<file path="config.mk">
export PLATFORM = sky130hd
export DESIGN_NAME = reg_read_seq
export DESIGN_NICKNAME = d
export VERILOG_FILES = /design/src/rtl/reg_read_seq.sv
export SDC_FILE = /design/constraint.sdc
export NUM_CORES = 1
export LEC_CHECK = 0
export CAP_MARGIN = 15
export CORE_UTILIZATION = 30
export CTS_CLUSTER_SIZE = 8
export DETAILED_ROUTE_END_ITERATION = 16
export DONT_BUFFER_PORTS = 1
export GPL_TIMING_DRIVEN = 1
export PLACE_DENSITY = 0.5
export REMOVE_ABC_BUFFERS = 1
export SLEW_MARGIN = 30
export SYNTH_ARGS = -nofsm -noshare
export SYNTH_HDL_FRONTEND = slang
export SYNTH_SLANG_ARGS = --single-unit
</file>
<file path="constraint.sdc">
create_clock -name clk -period 1.17 [get_ports clk]
set_input_delay 0.234 -clock clk [delete_from_list [all_inputs] [get_ports clk]]
set_output_delay 0.234 -clock clk [all_outputs]
set_load 0.1 [all_outputs]
</file>
<file path="src/rtl/reg_read_seq.sv">
// Two-cycle operand read sequencer for a single-port register file, with write snooping.
// Build option: define RD_FWD_EN for write-first forwarding of same-cycle register writes.
module reg_read_seq #(
  parameter int WIDTH  = 4,
  parameter int ADDR_W = 4
) (
  input  logic              clk,
  input  logic              rst,
  input  logic              req_valid,
  output logic              req_ready,
  input  logic [ADDR_W-1:0] req_addr_a,
  input  logic [ADDR_W-1:0] req_addr_b,
  output logic [ADDR_W-1:0] rf_raddr,
  input  logic [WIDTH-1:0]  rf_rdata,
  input  logic              wr_en,
  input  logic [ADDR_W-1:0] wr_addr,
  input  logic [WIDTH-1:0]  wr_data,
  output logic              rsp_valid,
  input  logic              rsp_ready,
  output logic [WIDTH-1:0]  rsp_a,
  output logic [WIDTH-1:0]  rsp_b
);

  localparam logic [1:0] IDLE = 2'd0;
  localparam logic [1:0] RD_A = 2'd1;
  localparam logic [1:0] RD_B = 2'd2;
  localparam logic [1:0] RESP = 2'd3;

  logic [1:0]        state_q, state_d;
  logic [ADDR_W-1:0] addr_a_q, addr_a_d;
  logic [ADDR_W-1:0] addr_b_q, addr_b_d;
  logic [WIDTH-1:0]  rsp_a_q, rsp_a_d;
  logic [WIDTH-1:0]  rsp_b_q, rsp_b_d;
  logic [WIDTH-1:0]  rd_val;

  always_comb begin
    rf_raddr = '0;
    case (state_q)
      RD_A:    rf_raddr = addr_a_q;
      RD_B:    rf_raddr = addr_b_q;
      default: rf_raddr = '0;
    endcase
  end

`ifdef RD_FWD_EN
  // A write landing on the address being read this cycle wins over the stale array value.
  assign rd_val = (wr_en && (wr_addr == rf_raddr)) ? wr_data : rf_rdata;
`else
  logic unused_wr;
  assign unused_wr = ^{wr_en, wr_addr, wr_data};
  assign rd_val    = rf_rdata;
`endif

  always_comb begin
    state_d  = state_q;
    addr_a_d = addr_a_q;
    addr_b_d = addr_b_q;
    rsp_a_d  = rsp_a_q;
    rsp_b_d  = rsp_b_q;
    case (state_q)
      IDLE: begin
        if (req_valid) begin
          addr_a_d = req_addr_a;
          addr_b_d = req_addr_b;
          state_d  = RD_A;
        end
      end
      RD_A: begin
        rsp_a_d = rd_val;
        state_d = RD_B;
      end
      RD_B: begin
        rsp_b_d = rd_val;
        state_d = RESP;
      end
      RESP: begin
        if (rsp_ready) state_d = IDLE;
      end
      default: state_d = IDLE;
    endcase
  end

  always_ff @(posedge clk) begin
    if (!rst) begin
      state_q  <= IDLE;
      addr_a_q <= '0;
      addr_b_q <= '0;
      rsp_a_q  <= '0;
      rsp_b_q  <= '0;
    end else begin
      state_q  <= state_d;
      addr_a_q <= addr_a_d;
      addr_b_q <= addr_b_d;
      rsp_a_q  <= rsp_a_d;
      rsp_b_q  <= rsp_b_d;
    end
  end

  assign req_ready = (state_q == IDLE);
  assign rsp_valid = (state_q == RESP);
  assign rsp_a     = rsp_a_q;
  assign rsp_b     = rsp_b_q;

endmodule

</file>
Yosys cells after proc, flatten, opt, wreduce, memory -nomap -nowiden
Cells that the tools add are included.
Storage, ports and cells
  register bits after elaboration: 18
  input bits: 25
  output and inout bits: 14
Operators by class
  equal/unequal tests: 5
  multiplexer cells: 4
  reductions and logical operators: 3
Operator list (count)
  2-bit one-hot mux with 4 select lines: 1
  4-bit one-hot mux with 2 select lines: 1
  2-bit == test, second input constant: 2
  2-bit 2-to-1 mux: 2
  2-bit AND reduction: 2
  2-bit by 1-bit == test with 1-bit output, second input constant: 1
  2-bit logical NOT: 1
  2-bit by 1-bit != test with 1-bit output, second input constant: 1
  2-bit != test, second input constant: 1

Depth between registers and ports, before layout
Gate-level depths: netlist of the first run.
  depth in word-level cells: 3
  mapped depth: 6
  mapped depth without buffers: 5

Worst setup path before layout of the first run
No wires, ideal clock.
  path type: reg-to-output
  start point: register state_q[1]
  end point: output port rf_raddr[0]
  arrival: 2119 ps
  data required time: 936 ps
  slack: -1183 ps
  cell stages (with the launch flop): 6
  path through: dfxtp_1 > inv_1 > ha_1 > buf_4 > a22oi_1 > nor2b_1
On the way
  cells in the longest elaborated chain, start to end: 2
  elaborated cells between the ends (all ways): 3
  those cells by class: eq/ne: 2; mux: 1
Ends and longest elaborated chain
  start, declared: line 29  | logic [1:0] state_q, state_d;
  start signal, assigned: line 91  | state_q <= state_d;
  2-bit == test or 2-bit by 1-bit == test with 1-bit output (tied branches): line 38  | case (state_q)
  4-bit one-hot mux with 2 select lines (*): line 38
  end, declared: line 13  | output logic [ADDR_W-1:0] rf_raddr,
Every way passes the cells marked *; elsewhere a longest branch is shown, timed or not.

Worst setup path in the final report of the first run
Same ends and word-level chain as after synthesis.

==> out/qor.csv, run 1 <==
stage,metric,value,unit
run_status,status,"finished, violations left",
run_status,violations,setup timing,
routing,wirelength,2.09,mm
sta,finalHoldViolCount,0,
sta,worst_pin_slew,0.226,ns
worst_setup_path,cp-startpoint,state_q[1],
cells_and_area,final_layout_size_suffix_gt1_share,60.7,%
clock_network,cts.sinks,18,
cells_and_area,fin_nets,143,
floorplanning,die-area,3100,µm²
sta,maxSlewHeadroom,84.9,%
power,p_leak,0.000530,µW
place,placed_cell_area,1180,µm²
sta,setup_viol,17,
floorplanning,rows,19,
worst_setup_path,path_max_fanout,5,
power,pwr-share-seq,22.6,%
power,power_density,2820,nW/µm²
place,port_buffers,0,
clock_network,hold_buffers,0,
sta,fin_setup_tns,-4.27,ns
power,p_switching,1900,µW
floorplanning,core,2730,µm²
clock_network,cts_tree,yes,
sta,finalCriticalPeriod,1.65,ns
cells_and_area,antenna_cells,0,
power,pwr-share-comb,68.1,%
place,detailed_place_hpwl,1.42,mm
global_route,grt_overflow,0,
worst_setup_path,timing.rr.end,state_q[0],
global_route,grt_pass1_vias,789,
synthesis,ys_types,17,
sta,worst_slack,-0.477,ns
cells_and_area,fillerInstances,266,
clock_network,ctsHtreeMaxLevel,1,
global_route,grt_pass1_wl,3.63,mm
routing,drtAntennaViolNets,0,
synthesis,synthCells,89,
cells_and_area,design_area,1480,µm²
synthesis,syn-cell-area,863,µm²
worst_setup_path,crit_required,0.94,ns
routing,drtPass1Iterations,3,
routing,vias_per_cell,4.85,
synthesis,synth_edf_count,0,
worst_setup_path,crit_slowest_cell,dfxtp_4,
routing,drc,0,
worst_setup_path,cp_cell_sequence,"buf_6, ha_4, a22oi_2, nor2b_4, buf_12",
synthesis,synthMostInstantiatedCell,dfxtp_1,
floorplanning,die_h,55.6,µm
sta,rsz0062_at_grt,yes,
flow_run,drv_cap,0,
routing,drt_iter0_drc,11,
place,dp_cells,136,
worst_setup_path,reg2reg_from,state_q[0],
floorplanning,start_util,31.6,%
cells_and_area,syn_to_final_growth,71.7,%
worst_setup_path,worst_setup_path_start_kind,flop,
power,switching_share,45.5,%
synthesis,netlist.area_leader.share,41.7,%
power,power.internal,2280,µW
synthesis,synthFlopType,dfxtp_1,
sta,timing.final.crit_share,141,%
worst_setup_path,cp_slowest_stage_delay,0.37,ns
worst_setup_path,critPathKind,flop to primary output,
global_route,grt_max_degree,21,
synthesis,ys_ff_latch,18,
synthesis,ys_seq_area_share,41.7,%
cells_and_area,seq_area,374,µm²
power,p_clk_share,9.3,%
worst_setup_path,cp-endpoint,rf_raddr[0],
worst_setup_path,arrival,1.41,ns
routing,wl_per_cell,14.6,µm
clock_network,clock_latency,0.30,ns
power,ir_drop,2.06,mV
routing,num_vias,693,
clock_network,clkTransAtPathRegs,0.11,ns
cells_and_area,finalNonFillerCells,143,
clock_network,cts_root_buf,clkbuf_4,
sta,slew_viol_final,0,
sta,fin_skew,0.00784,ns
worst_setup_path,end_kind,primary output,
clock_network,cts_buffers,3,
floorplanning,die_w,55.6,µm
synthesis,syn_avg_cell_area,9.70,µm²
floorplanning,io_pins,39,
clock_network,cts_buffer_depth,2,
power,p_total,4180,µW
global_route,antenna_found_initial,0,
worst_setup_path,regToRegSetupSlack,-0.31,ns
synthesis,yosysTopAreaCell,dfxtp_1,
synthesis,netlist_top_cells_count,"18 x dfxtp_1, 12 x nor2b_1, 11 x nand2_1",
worst_setup_path,worstRegToRegCells,9,
cells_and_area,finish.utilization,54.2,%
synthesis,yosys_warnings,0,
cells_and_area,multi_input_area,618,µm²
sta,max_clock_freq,607,MHz
synthesis,synthArstFlopShare,0,%
global_route,grt_util_all_layers,15.3,%
place,gp_congestion,0.687,
worst_hold_path,hp-class,primary input to flop,
synthesis,synth_area_leaders,"dfxtp_1 42%, mux2i_1 12%, nor2b_1 8.7%",
-- cell type report --
| class | count | area share (%) |
|---|---|---|
| timing repair buffer | 25 | 26.5 |
| sequential | 18 | 25.2 |
| inverter | 4 | 1.52 |
| tap | 31 | 2.62 |
| multi-input combinational | 61 | 41.7 |
| clock buffer | 4 | 2.45 |
-- layer usage --
| metal | share of wire [%] | global-route usage, % | up-vias |
|---|---|---|---|
| li1 | - | - | 342 |
| met4 | 0.81 | 3.21 | 0 |
| met1 | 40 | 17.0 | 323 |
| met2 | 50 | 26.0 | 26 |
| met5 | 0 | 0 | - |
| met3 | 9.3 | 7.91 | 2 |
-- worst min-delay path by stage --
stage                  startpoint           to  slack [ns]  depth (start not counted)
global route                  rst     rsp_a[2]        0.04                          1
floorplan                     rst     rsp_a[0]        0.36                          1
finish              req_addr_a[0]  addr_a_q[0]        0.05                          2
CTS                           rst     rsp_a[1]        0.05                          1
global placement              rst     rsp_b[2]        0.37                          1
detailed placement            rst     rsp_b[0]        0.37                          1
-- cells by family after synthesis --
logic type / share of synthesized area [%]
AND/OR/NAND/NOR: 19.4
flip-flops: 41.7
AO/OA/AOI/OAI: 13.3
buffers and inverters: 6.66
multiplexers: 11.6
adder cells (fa/ha/maj): 7.25
-- critical path, delay by kind of cell, from the launching register on --
family,cells,cell delay [ns]
compound gates,1,0.20
fa+ha+maj,1,0.18
simple gates,1,0.07
buf+inv,2,0.29
flops,1,0.37
-- metrics by stage --
stage	setup slack [ns]	hold slack [ns]
2_1_floorplan	-1.28	0.362
3_5_place_dp	-0.251	0.371
4_1_cts	-0.450	0.0532
3_3_place_gp	-0.240	0.367
6_report	-0.477	0.0548
5_1_grt	-0.519	0.0413
-- flip-flops by register name (all words and copies together), names as in the netlist --
register / flops
rsp_a: 4
addr_a_q: 4
addr_b_q: 4
state_q: 2
rsp_b: 4
-- cells in the final DEF (no fill, tap or decap), types with 2 or more instances in the layout --
cell type / Yosys / routed
buf_12: 0 / 14
dfxtp_1: 18 / 11
mux2i_1: 10 / 10
nor2b_1: 12 / 8
nand2_2: 0 / 7
buf_6: 1 / 6
nand3_1: 8 / 5
a21boi_1: 8 / 5
ha_4: 0 / 5
dfxtp_2: 0 / 5
a22oi_2: 0 / 4
nor2b_4: 0 / 4
buf_4: 3 / 4
inv_4: 0 / 3
a21boi_2: 0 / 3
nand2_1: 11 / 3
nand3_2: 0 / 3
clkbuf_4: 0 / 3
dfxtp_4: 0 / 2
-- power groups by stage --
stage / sequential, µW / combinational (µW) / clock [µW]
after floorplan: 1280 / 940 / 0
after global placement: 876 / 2110 / 0
after detailed placement: 887 / 2130 / 0
after CTS: 928 / 2860 / 403
after global routing: 966 / 2990 / 446
final: 946 / 2850 / 390
-- what timing repair did --
action                                 CTS  global route
resized for setup                       49            17
pin swaps                               21             6
endpoints found under the hold margin    0             0
cloned                                   0             0
buffers inserted                         4             3
setup endpoints to repair               24            28
No activity file was read; power rests on OpenSTA's default activity.
==> run 2, diff against run 1 <==
--- a/config.mk
+++ b/config.mk
@@ -13,6 +13,7 @@
 export GPL_TIMING_DRIVEN = 1
 export PLACE_DENSITY = 0.5
 export REMOVE_ABC_BUFFERS = 1
+export SETUP_SLACK_MARGIN = 0.1
 export SLEW_MARGIN = 30
 export SYNTH_ARGS = -nofsm -noshare
 export SYNTH_HDL_FRONTEND = slang
==> out/qor.csv, run 2 (synthesis results as in run 1) <==
stage,metric,value,unit
sta,finalHoldViolCount,0,
floorplanning,die_w,55.6,µm
sta,slew_viol_final,0,
cells_and_area,final_layout_size_suffix_gt1_share,61.4,%
routing,drtPass1Iterations,2,
routing,drc,0,
sta,worst_pin_slew,0.201,ns
power,pwr-share-seq,22.2,%
routing,wl_per_cell,15.2,µm
clock_network,cts_buffer_depth,2,
routing,wirelength,2.20,mm
floorplanning,core,2730,µm²
sta,fin_skew,0.00797,ns
global_route,antenna_found_initial,0,
power,switching_share,45.1,%
worst_hold_path,hold_depth,1,
place,port_buffers,0,
worst_setup_path,path_max_fanout,5,
sta,rsz0062_at_grt,yes,
cells_and_area,mostFrequentLayoutCells,"14 x buf_12, 10 x mux2i_1, 9 x buf_6, 9 x dfxtp_2",
power,p_switching,1920,µW
power,ir_drop,1.96,mV
place,detailed_place_hpwl,1.42,mm
global_route,grt_overflow,0,
cells_and_area,antenna_cells,0,
routing,num_vias,715,
power,pwr-share-comb,68.6,%
routing,drtAntennaViolNets,0,
sta,finalCriticalPeriod,1.62,ns
flow_run,drv_cap,0,
worst_setup_path,worst_setup_path_start_kind,flop,
clock_network,clkTransAtPathRegs,0.11,ns
sta,fin_setup_tns,-4.27,ns
routing,drt_iter0_drc,8,
worst_hold_path,hp-class,primary input to flop,
clock_network,cts_root_buf,clkbuf_4,
cells_and_area,fin_nets,145,
power,power_density,2850,nW/µm²
place,gp_congestion,0.687,
cells_and_area,final_common_cell,buf_12,
worst_setup_path,crit_buf_inv,2,
sta,worst_slack,-0.447,ns
worst_setup_path,cp_slowest_stage_delay,0.40,ns
cells_and_area,fillerInstances,258,
global_route,grt_max_degree,21,
global_route,grt_pass1_vias,791,
sta,timing.final.crit_share,138,%
worst_setup_path,cp.depth,4,
sta,maxSlewHeadroom,86.6,%
worst_setup_path,end_kind,primary output,
sta,setup_viol,20,
floorplanning,die_h,55.6,µm
run_status,violations,setup timing,
routing,vias_per_cell,4.93,
worst_setup_path,critPathKind,flop to primary output,
sta,max_clock_freq,618,MHz
worst_setup_path,cp_cell_sequence,"inv_6, ha_4, nor2b_4, buf_12",
floorplanning,die-area,3100,µm²
power,p_clk_share,9.1,%
cells_and_area,syn_to_final_growth,73.2,%
worst_setup_path,worstRegToRegCells,9,
floorplanning,io_pins,39,
power,power.internal,2340,µW
power,p_leak,0.000541,µW
clock_network,clock_latency,0.30,ns
clock_network,ctsHtreeMaxLevel,1,
sta,holdWs,0.0585,ns
cells_and_area,design_area,1500,µm²
global_route,grt_pass1_wl,3.72,mm
floorplanning,rows,19,
clock_network,hold_buffers,0,
worst_setup_path,arrival,1.38,ns
worst_setup_path,crit_required,0.94,ns
run_status,status,"finished, violations left",
clock_network,cts_buffers,3,
floorplanning,start_util,31.6,%
global_route,grt_util_all_layers,15.7,%
clock_network,cts.sinks,18,
worst_setup_path,crit_slowest_cell,dfxtp_4,
place,placed_cell_area,1180,µm²
worst_setup_path,cp_top_family,flip-flops,
clock_network,cts_tree,yes,
[run 2: layout make-up]
cell class                      instances  area [µm²]  area share, %
Clock buffer                            4        36.3           2.43
Inverter                                4        22.5           1.51
Multi-Input combinational cell         61         603           40.3
Sequential cell                        18         375           25.1
Tap cell                               31        38.8           2.59
Timing Repair Buffer                   27         419           28.0
[run 2: power groups by stage]
stage	Clock, µW	Sequential, µW	Combinational, µW
detailed placement	0	887	2130
finish	390	948	2930
CTS	403	940	2940
global placement	0	876	2110
global route	442	966	3080
floorplan	0	1280	940
[run 2: metal layers]
layer / global-route usage (%) / share of wire (%)
met5: 0 / 0
met4: 3.21 / 0.77
met3: 7.91 / 7.8
met2: 26.2 / 52
met1: 18.2 / 40
[run 2: stage by stage]
step | instances | util (%) | worst slack (ns) | power [µW]
after floorplan | 83 | - | -1.28 | 2220
after global placement | 136 | 43.3 | -0.240 | 2990
after detailed placement | 136 | 43.3 | -0.251 | 3020
after CTS | 146 | 54.4 | -0.446 | 4280
after global routing | 145 | 54.7 | -0.498 | 4490
final | 145 | 54.7 | -0.447 | 4270
[run 2: path summary, 6_finish.rpt]
check	startpoint	endpoint	slack [ns]
hold / removal	rst	rsp_a[3]	0.06
setup / recovery	state_q[0]	rf_raddr[1]	-0.45
hold reg to reg	addr_b_q[2]	addr_b_q[2]	0.49
setup reg to reg	state_q[0]	state_q[0]	-0.27
[run 2: timing repair]
item	in CTS	in global routing
pin swaps	22	4
endpoints found under the setup margin	32	32
buffers inserted	6	1
resized for setup	59	7
